**config.mk**
```make
export PLATFORM = sky130hd
export DESIGN_NAME = hazard_unit
export DESIGN_NICKNAME = d
export VERILOG_FILES = /design/src/rtl/hazard_unit.sv
export SDC_FILE = /design/constraint.sdc
export NUM_CORES = 1
export LEC_CHECK = 0
export CORE_UTILIZATION = 33
export CTS_CLUSTER_SIZE = 16
export DETAILED_ROUTE_END_ITERATION = 7
export PLACE_DENSITY = 0.81
export SETUP_SLACK_MARGIN = 0.05
export SYNTH_ARGS = -nofsm -noshare
export SYNTH_HDL_FRONTEND = slang
export SYNTH_SLANG_ARGS = --single-unit
```
**constraint.sdc**
```tcl
create_clock -name clk -period 2.4 [get_ports clk]
set_clock_uncertainty 0.05 [all_clocks]
set_input_delay 0.6 -clock clk [delete_from_list [all_inputs] [get_ports clk]]
set_output_delay 0.6 -clock clk [all_outputs]
set_load 0.01 [all_outputs]
```
**src/rtl/hazard_unit.sv**
```systemverilog
// rtl/hazard_unit.sv - RV32IM 5-stage pipeline hazard controller
//
// Resolves data and control hazards for the 5-stage core:
//   - execute-stage operand forwarding selects (M has priority over W)
//   - load-use stall (hold F/D, bubble into E)
//   - taken branch/jump flush (bubble into D and E)
//   - multi-cycle divide/remainder sequencing (IDLE/BUSY FSM + down counter)
//
// Optional feature: define HAZARD_PERF_CNT_EN to build the stall/flush
// performance counters; otherwise stallCount/flushCount are tied to 0.
//
// Ports:
//   clk, rst                 clock, asynchronous active-high reset
//   regAddr1D/2D             rs1/rs2 of instruction in D
//   regAddr1E/2E/3E          rs1/rs2/rd of instruction in E
//   resultSelE               result select in E (2'b01 = load)
//   regWriteM/regAddr3M      M-stage write enable / rd
//   regWriteW/regAddr3W      W-stage write enable / rd
//   pcSrcE                   taken branch/jump resolved in E
//   divStartE                div/divu/rem/remu in E
//   stallF/stallD/stallE     hold pipeline registers
//   flushD/flushE/flushM     bubble into D/E/M
//   forwardAE/forwardBE      00 regfile, 01 from W, 10 from M
//   divBusy/divDone          divide sequencer occupied / result valid pulse
//   stallCount/flushCount    32-bit perf counters

module hazard_unit #(
  parameter int RF_WIDTH   = 5,
  parameter int DIV_CYCLES = 32,
  parameter int CNT_WIDTH  = 8
) (
  input  logic                clk,
  input  logic                rst,
  input  logic [RF_WIDTH-1:0] regAddr1D,
  input  logic [RF_WIDTH-1:0] regAddr2D,
  input  logic [RF_WIDTH-1:0] regAddr1E,
  input  logic [RF_WIDTH-1:0] regAddr2E,
  input  logic [RF_WIDTH-1:0] regAddr3E,
  input  logic [1:0]          resultSelE,
  input  logic                regWriteM,
  input  logic [RF_WIDTH-1:0] regAddr3M,
  input  logic                regWriteW,
  input  logic [RF_WIDTH-1:0] regAddr3W,
  input  logic                pcSrcE,
  input  logic                divStartE,
  output logic                stallF,
  output logic                stallD,
  output logic                stallE,
  output logic                flushD,
  output logic                flushE,
  output logic                flushM,
  output logic [1:0]          forwardAE,
  output logic [1:0]          forwardBE,
  output logic                divBusy,
  output logic                divDone,
  output logic [31:0]         stallCount,
  output logic [31:0]         flushCount
);

  localparam logic [0:0] S_IDLE = 1'b0;
  localparam logic [0:0] S_BUSY = 1'b1;

  localparam logic [CNT_WIDTH-1:0] CNT_INIT = CNT_WIDTH'(DIV_CYCLES - 1);
  localparam logic [CNT_WIDTH-1:0] CNT_ONE  = CNT_WIDTH'(1);

  logic [0:0]           state_q, state_d;
  logic [CNT_WIDTH-1:0] cnt_q, cnt_d;
  logic                 div_stall;
  logic                 lw_stall;
  logic [1:0]           fwd_a, fwd_b;

  function automatic logic [1:0] fwd_sel(input logic [RF_WIDTH-1:0] src);
    if (regWriteM && (regAddr3M != '0) && (regAddr3M == src))
      return 2'b10;
    else if (regWriteW && (regAddr3W != '0) && (regAddr3W == src))
      return 2'b01;
    else
      return 2'b00;
  endfunction

  assign fwd_a = fwd_sel(regAddr1E);
  assign fwd_b = fwd_sel(regAddr2E);

  assign lw_stall = (resultSelE == 2'b01) && (regAddr3E != '0) &&
                    ((regAddr3E == regAddr1D) || (regAddr3E == regAddr2D));

  // The start cycle stalls too, so the counter is loaded with DIV_CYCLES-1
  // to make the total exactly DIV_CYCLES. The cnt==0 cycle releases the
  // stall and ignores divStartE so the op leaving E cannot restart itself.
  always_comb begin
    state_d   = state_q;
    cnt_d     = cnt_q;
    div_stall = 1'b0;
    case (state_q)
      S_IDLE: begin
        if (divStartE) begin
          div_stall = 1'b1;
          state_d   = S_BUSY;
          cnt_d     = CNT_INIT;
        end
      end
      default: begin
        if (cnt_q != '0) begin
          div_stall = 1'b1;
          cnt_d     = cnt_q - CNT_ONE;
        end else begin
          state_d = S_IDLE;
        end
      end
    endcase
  end

  always_ff @(posedge clk or posedge rst) begin
    if (rst) begin
      state_q <= S_IDLE;
      cnt_q   <= '0;
    end else begin
      state_q <= state_d;
      cnt_q   <= cnt_d;
    end
  end

  // Outputs are gated by rst so a combinational divStartE/pcSrcE cannot
  // leak through while reset is held. The divide stall masks both flushes
  // in D/E; a branch flush overrides the load-use hold.
  assign stallE    = ~rst & div_stall;
  assign stallF    = ~rst & (div_stall | (lw_stall & ~pcSrcE));
  assign stallD    = stallF;
  assign flushD    = ~rst & ~div_stall & pcSrcE;
  assign flushE    = ~rst & ~div_stall & (lw_stall | pcSrcE);
  assign flushM    = ~rst & div_stall;
  assign divBusy   = ~rst & (state_q == S_BUSY);
  assign divDone   = divBusy & (cnt_q == '0);
  assign forwardAE = rst ? 2'b00 : fwd_a;
  assign forwardBE = rst ? 2'b00 : fwd_b;

`ifdef HAZARD_PERF_CNT_EN
  logic [31:0] stall_cnt_q, flush_cnt_q;

  always_ff @(posedge clk or posedge rst) begin
    if (rst) begin
      stall_cnt_q <= '0;
      flush_cnt_q <= '0;
    end else begin
      if (stallF)
        stall_cnt_q <= stall_cnt_q + 32'd1;
      if (flushD | flushE | flushM)
        flush_cnt_q <= flush_cnt_q + 32'd1;
    end
  end

  assign stallCount = stall_cnt_q;
  assign flushCount = flush_cnt_q;
`else
  assign stallCount = 32'd0;
  assign flushCount = 32'd0;
`endif

endmodule

```
# Word-level counts from Yosys, hierarchy flattened
# Cells that the tools add are included.
totals:
  regBits: 9
  input_bits: 43
  out_inout_bits: 76
  wordCells: 52
classes:
  add_sub_neg: 1
  n_eq_ne: 8
  n_mux: 12
  bitwise_logic: 13
  reduce_logical: 16
ops:
  columns: ["op", "count"]
  rows:
  - ["== test 5 bit", 6]
  - ["two-way mux 8 bit", 3]
  - ["nonzero test 5 bit", 3]
  - ["bitwise AND 1 bit", 8]
  - ["logical AND 1 bit", 8]
  - ["logical NOT 8 bit", 1]
  - ["two-way mux 2 bit", 4]
  - ["nonzero test 8 bit", 1]
  - ["subtractor 8 x 1 -> 8 bit, second input constant", 1]
  - ["two-way mux 1 bit", 5]
  - ["NOT 1 bit", 3]
  - ["== test 2 x 1 -> 1 bit, second input constant", 1]
  - ["inequality test 2 x 1 -> 1 bit, second input constant", 1]
  - ["bitwise OR 1 bit", 2]
  - ["AND reduction 2 bit", 1]
  - ["nonzero test 2 bit", 1]
  - ["logical OR 1 bit", 1]

# Depth between registers and ports, before layout
# Gate-level depths: netlist of the first run.
logic_depth:
  ltp_word: 6
  ltp_mapped: 8
  mapped_depth_nobuf: 7

# Least setup slack after synthesis of the first run
# OpenSTA, ideal clock, no wires.
synth_timing:
  path_type: "input port to output port"
  start: "in regAddr3M[1]"
  end: "out forwardAE[0]"
  arrival_ns: 1.963
  path_slack_ns: -0.213
  stages: 4
  path_cell_list: "or4_1 -> o21ai_0 -> nor3_1 -> nor4_1"
synth_via:
  elab_chain_len: 5
  word_cells_on_any_way: 6
synth_lines:
  columns: ["item", "line_no", "rtl"]
  rows:
  - ["start, declared", "41", "input logic [RF_WIDTH-1:0] regAddr3M,"]
  - ["nonzero test 5 bit", "73", "if (regWriteM && (regAddr3M != '0) && (regAddr3M == src))"]
  - ["logical AND 1 bit", "73", null]
  - ["logical AND 1 bit (*)", "73", null]
  - ["two-way mux 2 bit (*)", "73", null]
  - ["two-way mux 2 bit (*)", "134", "assign forwardAE = rst ? 2'b00 : fwd_a;"]
  - ["end, declared", "52", "output logic [1:0] forwardAE,"]
# Every way passes the cells marked *; elsewhere a longest branch is shown, timed or not.

# Final worst setup path of the first run
layout_timing:
  start: "in regAddr1E[3]"
  end: "out forwardAE[0]"
layout_via:
  elab_chain_len: 5
  word_cells_on_any_way: 7
layout_lines:
  columns: ["item", "line_no", "rtl"]
  rows:
  - ["start, declared", "36", "input logic [RF_WIDTH-1:0] regAddr1E,"]
  - ["== test 5 bit", "75", "else if (regWriteW && (regAddr3W != '0) && (regAddr3W == src))"]
  - ["logical AND 1 bit", "75", null]
  - ["two-way mux 1 bit", "75", null]
  - ["two-way mux 2 bit (*)", "73", null]
  - ["two-way mux 2 bit (*)", "134", null]
# Marks and branches as above.

==> results_dict.tcl, run 1 <==
set metrics [dict create \
    synth.avg_cell_area_um2 8.04 \
    worstSetupPathType "input port to output pin" \
    maxCapViolCount 0 \
    firstDrtPassIters 4 \
    post-route-period-util_pct 107 \
    ys_seq_area_share_pct 15.4 \
    clk_latency_ns 0.23 \
    die-area_um2 4710 \
    fp.dieW_um 68.6 \
    ios 119 \
    synth_area_leaders "buf_4 34%, dfrtp_1 15%, xor2_1 12%, xnor2_1 6.0%, or4_1 3.6%" \
    endpoint_kind "output pin" \
    netlist_area_um2 1460 \
    cts_buffers 3 \
    drtAntennaViolNets 0 \
    period_needed_ns 2.58 \
    report.final.slew_viol_count 0 \
    fmaxAchievable_ghz 0.388 \
    yosysWarningCount 0 \
    whs_ns 0.355 \
    post_drt_wl_per_cell_um 11.5 \
    tightest_slew_ns 0.511 \
    final-hold-violation-count 0 \
    synth_top_cell_by_area "buf_4" \
    antenna_found_initial 0 \
    clock_path_buffers 2 \
    cp.required_ns 1.75 \
    grt_overflow_total 0 \
    cts_tree "built" \
    rr_worst_depth 5 \
    dp_hpwl_mm 3.05 \
    setup_viol 5 \
    syn2layout_area_growth_pct 64.2 \
    max_slew_margin_pct 65.6 \
    dieHeight_um 68.6 \
    cts_hold_buffers 0 \
    status "finished, violations left" \
    num-nets-final 333 \
    rsz0062_at_grt "yes" \
    synth-seq-cells 9 \
    timing.final.ws_setup_ns -0.177 \
    startpoint_type "input port" \
    routed_wl_mm 3.89 \
    synth_enable_flop_cells 0 \
    yosysUniqueCellTypes 43 \
    grt_pass1_vias 1293 \
    reg2reg_from "cnt_q[5]" \
    start_util_pct 35.6 \
    grtUsageTotal_pct 16.3 \
    critPathArrivalTime_ns 1.93 \
    power.total_w 0.00131 \
    routed_via_density 4.28 \
    dpl.cell_count 320 \
    grt_max_degree 11 \
    first_iter_violations 29 \
    synth-async-reset-ratio_pct 100 \
    cts_root_buffer "clkbuf_8" \
    n_fill_cell 364 \
    hold_path.class "input port to asynchronous set/reset pin" \
    core_area_um2 4120 \
    grt_pass1_wl_mm 5.66 \
    cts.reportedPaths.clkPinSlew_ns 0.05 \
    gp_congestion 0.845 \
    vias 1446 \
    numClockSinks 9 \
    leakage_nw 1.19 \
    crit_fanout 2 \
    port_buffers 54 \
    cts_max_level 1 \
    peakVddDrop_v 0.000255 \
    failed_checks "setup timing" \
    startpoint "regAddr1E[3]" \
    synth_top_area_share_pct 33.8 \
    drive_above_1_share_pct 40.6 \
    power_density_nw_per_um2 545 \
    num_antenna_cells 0 \
    cp-endpoint "forwardAE[0]" \
    final_util_pct 58.4 \
    stdcell_count 338 \
    ys.flop_type "dfrtp_1" \
    drc 0 \
    rrSetupSlack_ns 0.45 \
    synthCells 182 \
    timing.rr.end "cnt_q[1]" \
    row_count 23 \
]
-- timing repair --
item,in CTS,in global routing
pin swaps,26,18
setup buffers,12,5
endpoints found under the setup margin,12,12
gates resized for setup,140,44
-- kinds of logic after synthesis --
group                      count (synthesis)  synth area share, %
adders and majority gates                  1                0.855
buffers and inverters                     73                 35.7
and+or+nand+nor                           47                 19.5
AOI/OAI and AO/OA                         20                 9.32
other                                      1                0.256
xor gates and xnor gates                  30                 17.9
DFF                                        9                 15.4
muxes                                      1                 1.03
-- layout by cell type (no fill, tap or decap), drive strengths merged, types with 2 or more instances in the layout --
cell type	n
a21oi	3
buf	74
clkbuf	10
clkdlybuf4s15	7
clkdlybuf4s50	6
conb	64
dfrtp	9
dlygate4sd2	11
dlymetal6s2s	3
inv	4
nand2	3
nand2b	2
nand3	3
nor2	8
nor2b	2
nor3	6
nor4	5
o21ai	5
o31ai	2
or3	3
or4	8
xnor2	10
xor2	20
-- worst min-delay path by stage --
stage	start	to	slack (ns)	cells after the start
global route	rst	cnt_q[7]	0.36	3
finish	rst	cnt_q[0]	0.36	3
detailed placement	cnt_q[0]	cnt_q[0]	0.51	2
CTS	rst	cnt_q[7]	0.35	3
floorplan	rst	cnt_q[0]	0.34	1
global placement	cnt_q[0]	cnt_q[0]	0.49	2
-- power by group --
| part | internal (W) | leakage, nW | switching (W) | total [W] |
|---|---|---|---|---|
| registers | 0.000223 | 0.105 | 0.0000554 | 0.000278 |
| clock network | 0.000116 | 0.0228 | 0.0000616 | 0.000178 |
| logic | 0.000469 | 1.06 | 0.000384 | 0.000853 |
| total | 0.000807 | 1.19 | 0.000501 | 0.00131 |
-- layout make-up --
cell class,instances,area [µm²],share of cell area [%]
clock buffers,4,45.0,1.87
inverters,5,22.5,0.937
multi-input cells,163,1150,47.8
flip-flops and latches,9,225,9.37
well taps,50,62.6,2.60
repair buffers,107,898,37.4
-- state kept, by name, summed over array words and instances (netlist names) --
register and cells:
cnt_q 8, state_q 1
-- per-layer routing --
layer / routed length, µm / global-route usage, % / share of wire, %
met1: 1360 / 17.5 / 35
met2: 2330 / 32.6 / 60
met3: 169 / 1.64 / 4.3
met4: 27 / 5.47 / 0.69
met5: 0 / 0 / 0
-- synthesized netlist by cell type, types with 2 or more instances --
cell type  number
a21oi_1         2
buf_4          66
dfrtp_1         9
inv_1           5
nand2_1         3
nand2b_1        2
nand3_1         3
nor2_1          8
nor2b_1         2
nor3_1          6
nor4_1          5
o21ai_0         5
o31ai_1         2
or4_1           7
xnor2_1        10
xor2_1         20
-- through the flow --
stage,area (µm²),setup slack (ns),TNS [ns]
after floorplan,1740,0.0198,0
after global placement,2130,-0.982,-7.44
after detailed placement,2130,-1.01,-7.67
after CTS,2330,-0.294,-0.823
after global routing,2400,-0.229,-0.960
final,2400,-0.177,-0.606
-- worst max-delay path, stage by stage --
cell	delay [ns]
clkdlybuf4s15_1	0.20
xor2_1	0.15
or4_4	0.55
nor4_4	0.26
buf_2	0.17
No activity file was read; power rests on OpenSTA's default activity.
==> inputs of run 2 (changes only) <==
--- a/config.mk
+++ b/config.mk
@@ -5,6 +5,7 @@
 export SDC_FILE = /design/constraint.sdc
 export NUM_CORES = 1
 export LEC_CHECK = 0
+export CORE_MARGIN = 1.5
 export CORE_UTILIZATION = 33
 export CTS_CLUSTER_SIZE = 16
 export DETAILED_ROUTE_END_ITERATION = 7
==> run 2 against run 1 <==
The run still ends with setup timing left. Via count up 0.90%. Maximum frequency rose by 0.12%. Count of clock-buffer cells in the layout decreased by 1. Clock power increased by 3%. Register-to-register slack worse by 0.10 ns. Setup slack gained 0.0032 ns. Cell count is 0.30% higher. Utilization shrank 3.2 points. Combinational power rose by 3.9%. Sequential share of layout area rose by 0.059 points. Worst hold slack got worse by 0.014 ns. Non-clock buffer count is 1 lower. Largest cell class unchanged.
==> results_dict.tcl, run 2 (synthesis results as in run 1) <==
set metrics [dict create \
    gp_congestion 0.813 \
    rrSetupSlack_ns 0.35 \
    leakage_nw 1.18 \
    dp_hpwl_mm 3.06 \
    clk_latency_ns 0.24 \
    worstPathCellList "buf_6 > buf_6 > xor2_1 > or4_4 > nor4_4 > buf_2" \
    reg2reg_from "cnt_q[1]" \
    startpoint_type "input port" \
    slowest_stage "or4_4" \
    cts_hold_buffers 0 \
    final-hold-violation-count 0 \
    routed_wl_mm 3.98 \
    cts_max_level 1 \
    cp_slowest_stage_delay_ns 0.54 \
    cp_common_cell "buf_6" \
    peakVddDrop_v 0.000326 \
    grt_pass1_wl_mm 6.02 \
    period_needed_ns 2.57 \
    status "finished, violations left" \
    antenna_found_initial 0 \
    worstSetupPathType "input port to output pin" \
    largest_registers "cnt_q: 8 flops, state_q: 1 flops" \
    fin_area_um2 2390 \
    drive_above_1_share_pct 43.9 \
    port_buffers 54 \
    placed_area_um2 2120 \
    num_antenna_cells 0 \
    rr_worst_depth 8 \
    endpoint_kind "output pin" \
    numClockSinks 9 \
    start_util_pct 33.9 \
    vias 1459 \
    num-nets-final 332 \
    setup_viol 6 \
    fmaxAchievable_ghz 0.389 \
    place_ws_ns -1.02 \
    maxCapViolCount 0 \
    timing.rr.end "cnt_q[4]" \
    final_cell_mix "64 x conb_1, 39 x buf_4, 19 x xor2_1" \
    cts_buffers 3 \
    drtAntennaViolNets 0 \
    drc 0 \
    post-route-period-util_pct 107 \
    grt_max_degree 11 \
    regMostFlops "cnt_q" \
    rsz0062_at_grt "yes" \
    critPathArrivalTime_ns 1.92 \
    firstDrtPassIters 4 \
    cts.reportedPaths.clkPinSlew_ns 0.05 \
    ios 119 \
    grtUsageTotal_pct 15.4 \
    clock_path_buffers 2 \
    routed_via_density 4.30 \
    startpoint "regAddr3W[2]" \
    largest_reg_flops 8 \
    row_count 24 \
    first_iter_violations 26 \
    cts_root_buffer "clkbuf_8" \
    grt_overflow_total 0 \
    post_drt_wl_per_cell_um 11.7 \
    power_density_nw_per_um2 566 \
    final_common_cell "conb_1" \
    timing.final.ws_setup_ns -0.174 \
    dieHeight_um 69.6 \
    grt_pass1_vias 1369 \
    core_area_um2 4320 \
    syn2layout_area_growth_pct 63.2 \
    report.final.slew_viol_count 0 \
    die-area_um2 4840 \
    hold_path.class "input port to asynchronous set/reset pin" \
    cp.required_ns 1.75 \
    crit_fanout 2 \
    fp.dieW_um 69.6 \
    failed_checks "setup timing" \
    cts_tree "built" \
]
run 2: final cells by class:
cell class | instances | area [µm²]
Sequential cell | 9 | 225
Multi-Input combinational cell | 163 | 1160
Tap cell | 52 | 65.1
Timing Repair Buffer | 106 | 866
Clock buffer | 3 | 41.3
Fill cell | 419 | 1940
Clock inverter | 1 | 5.00
Inverter | 5 | 22.5
run 2: stage by stage:
stage | total power (W) | setup TNS, ns | hold slack [ns] | cells | utilization, %
floorplan | 0.000695 | 0 | 0.340 | 245 | -
global placement | 0.000941 | -7.41 | 0.497 | 320 | 49.0
detailed placement | 0.000968 | -7.60 | 0.496 | 320 | 49.0
finish | 0.00135 | -0.731 | 0.341 | 339 | 55.2
CTS | 0.00125 | -0.828 | 0.345 | 333 | 53.2
global route | 0.00145 | -0.975 | 0.355 | 339 | 55.2
run 2: critical path: cells and delay by family:
family / cells / cell delay (ns)
buf+inv: 3 / 0.37
xor+xnor: 1 / 0.15
simple gates: 2 / 0.80
run 2: worst max-delay path by stage:
stage	end	depth (start not counted)
after global routing	forwardAE[0]	6
after CTS	forwardAE[0]	7
after detailed placement	forwardAE[0]	6
after global placement	forwardAE[0]	6
after floorplan	forwardAE[0]	4
final	forwardAE[0]	6
run 2: power by group:
part / switching (W) / internal, W / total (W)
Clock: 0.0000697 / 0.000114 / 0.000184
Combinational: 0.000397 / 0.000489 / 0.000886
Sequential: 0.0000587 / 0.000222 / 0.000281
run 2: per-layer routing:
metal	global-route usage [%]	routed length [µm]	up-vias
met2	31.0	2260	81
met3	2.76	242	13
met5	0	0	-
li1	-	-	700
met4	7.84	145	0
met1	14.6	1330	665
run 2: what timing repair did:
action                                  CTS  global route
endpoints found under the setup margin   12            11
gates resized for setup                 156            56
setup buffers                             9             8
cloned                                    0             0
pin swaps                                30            24
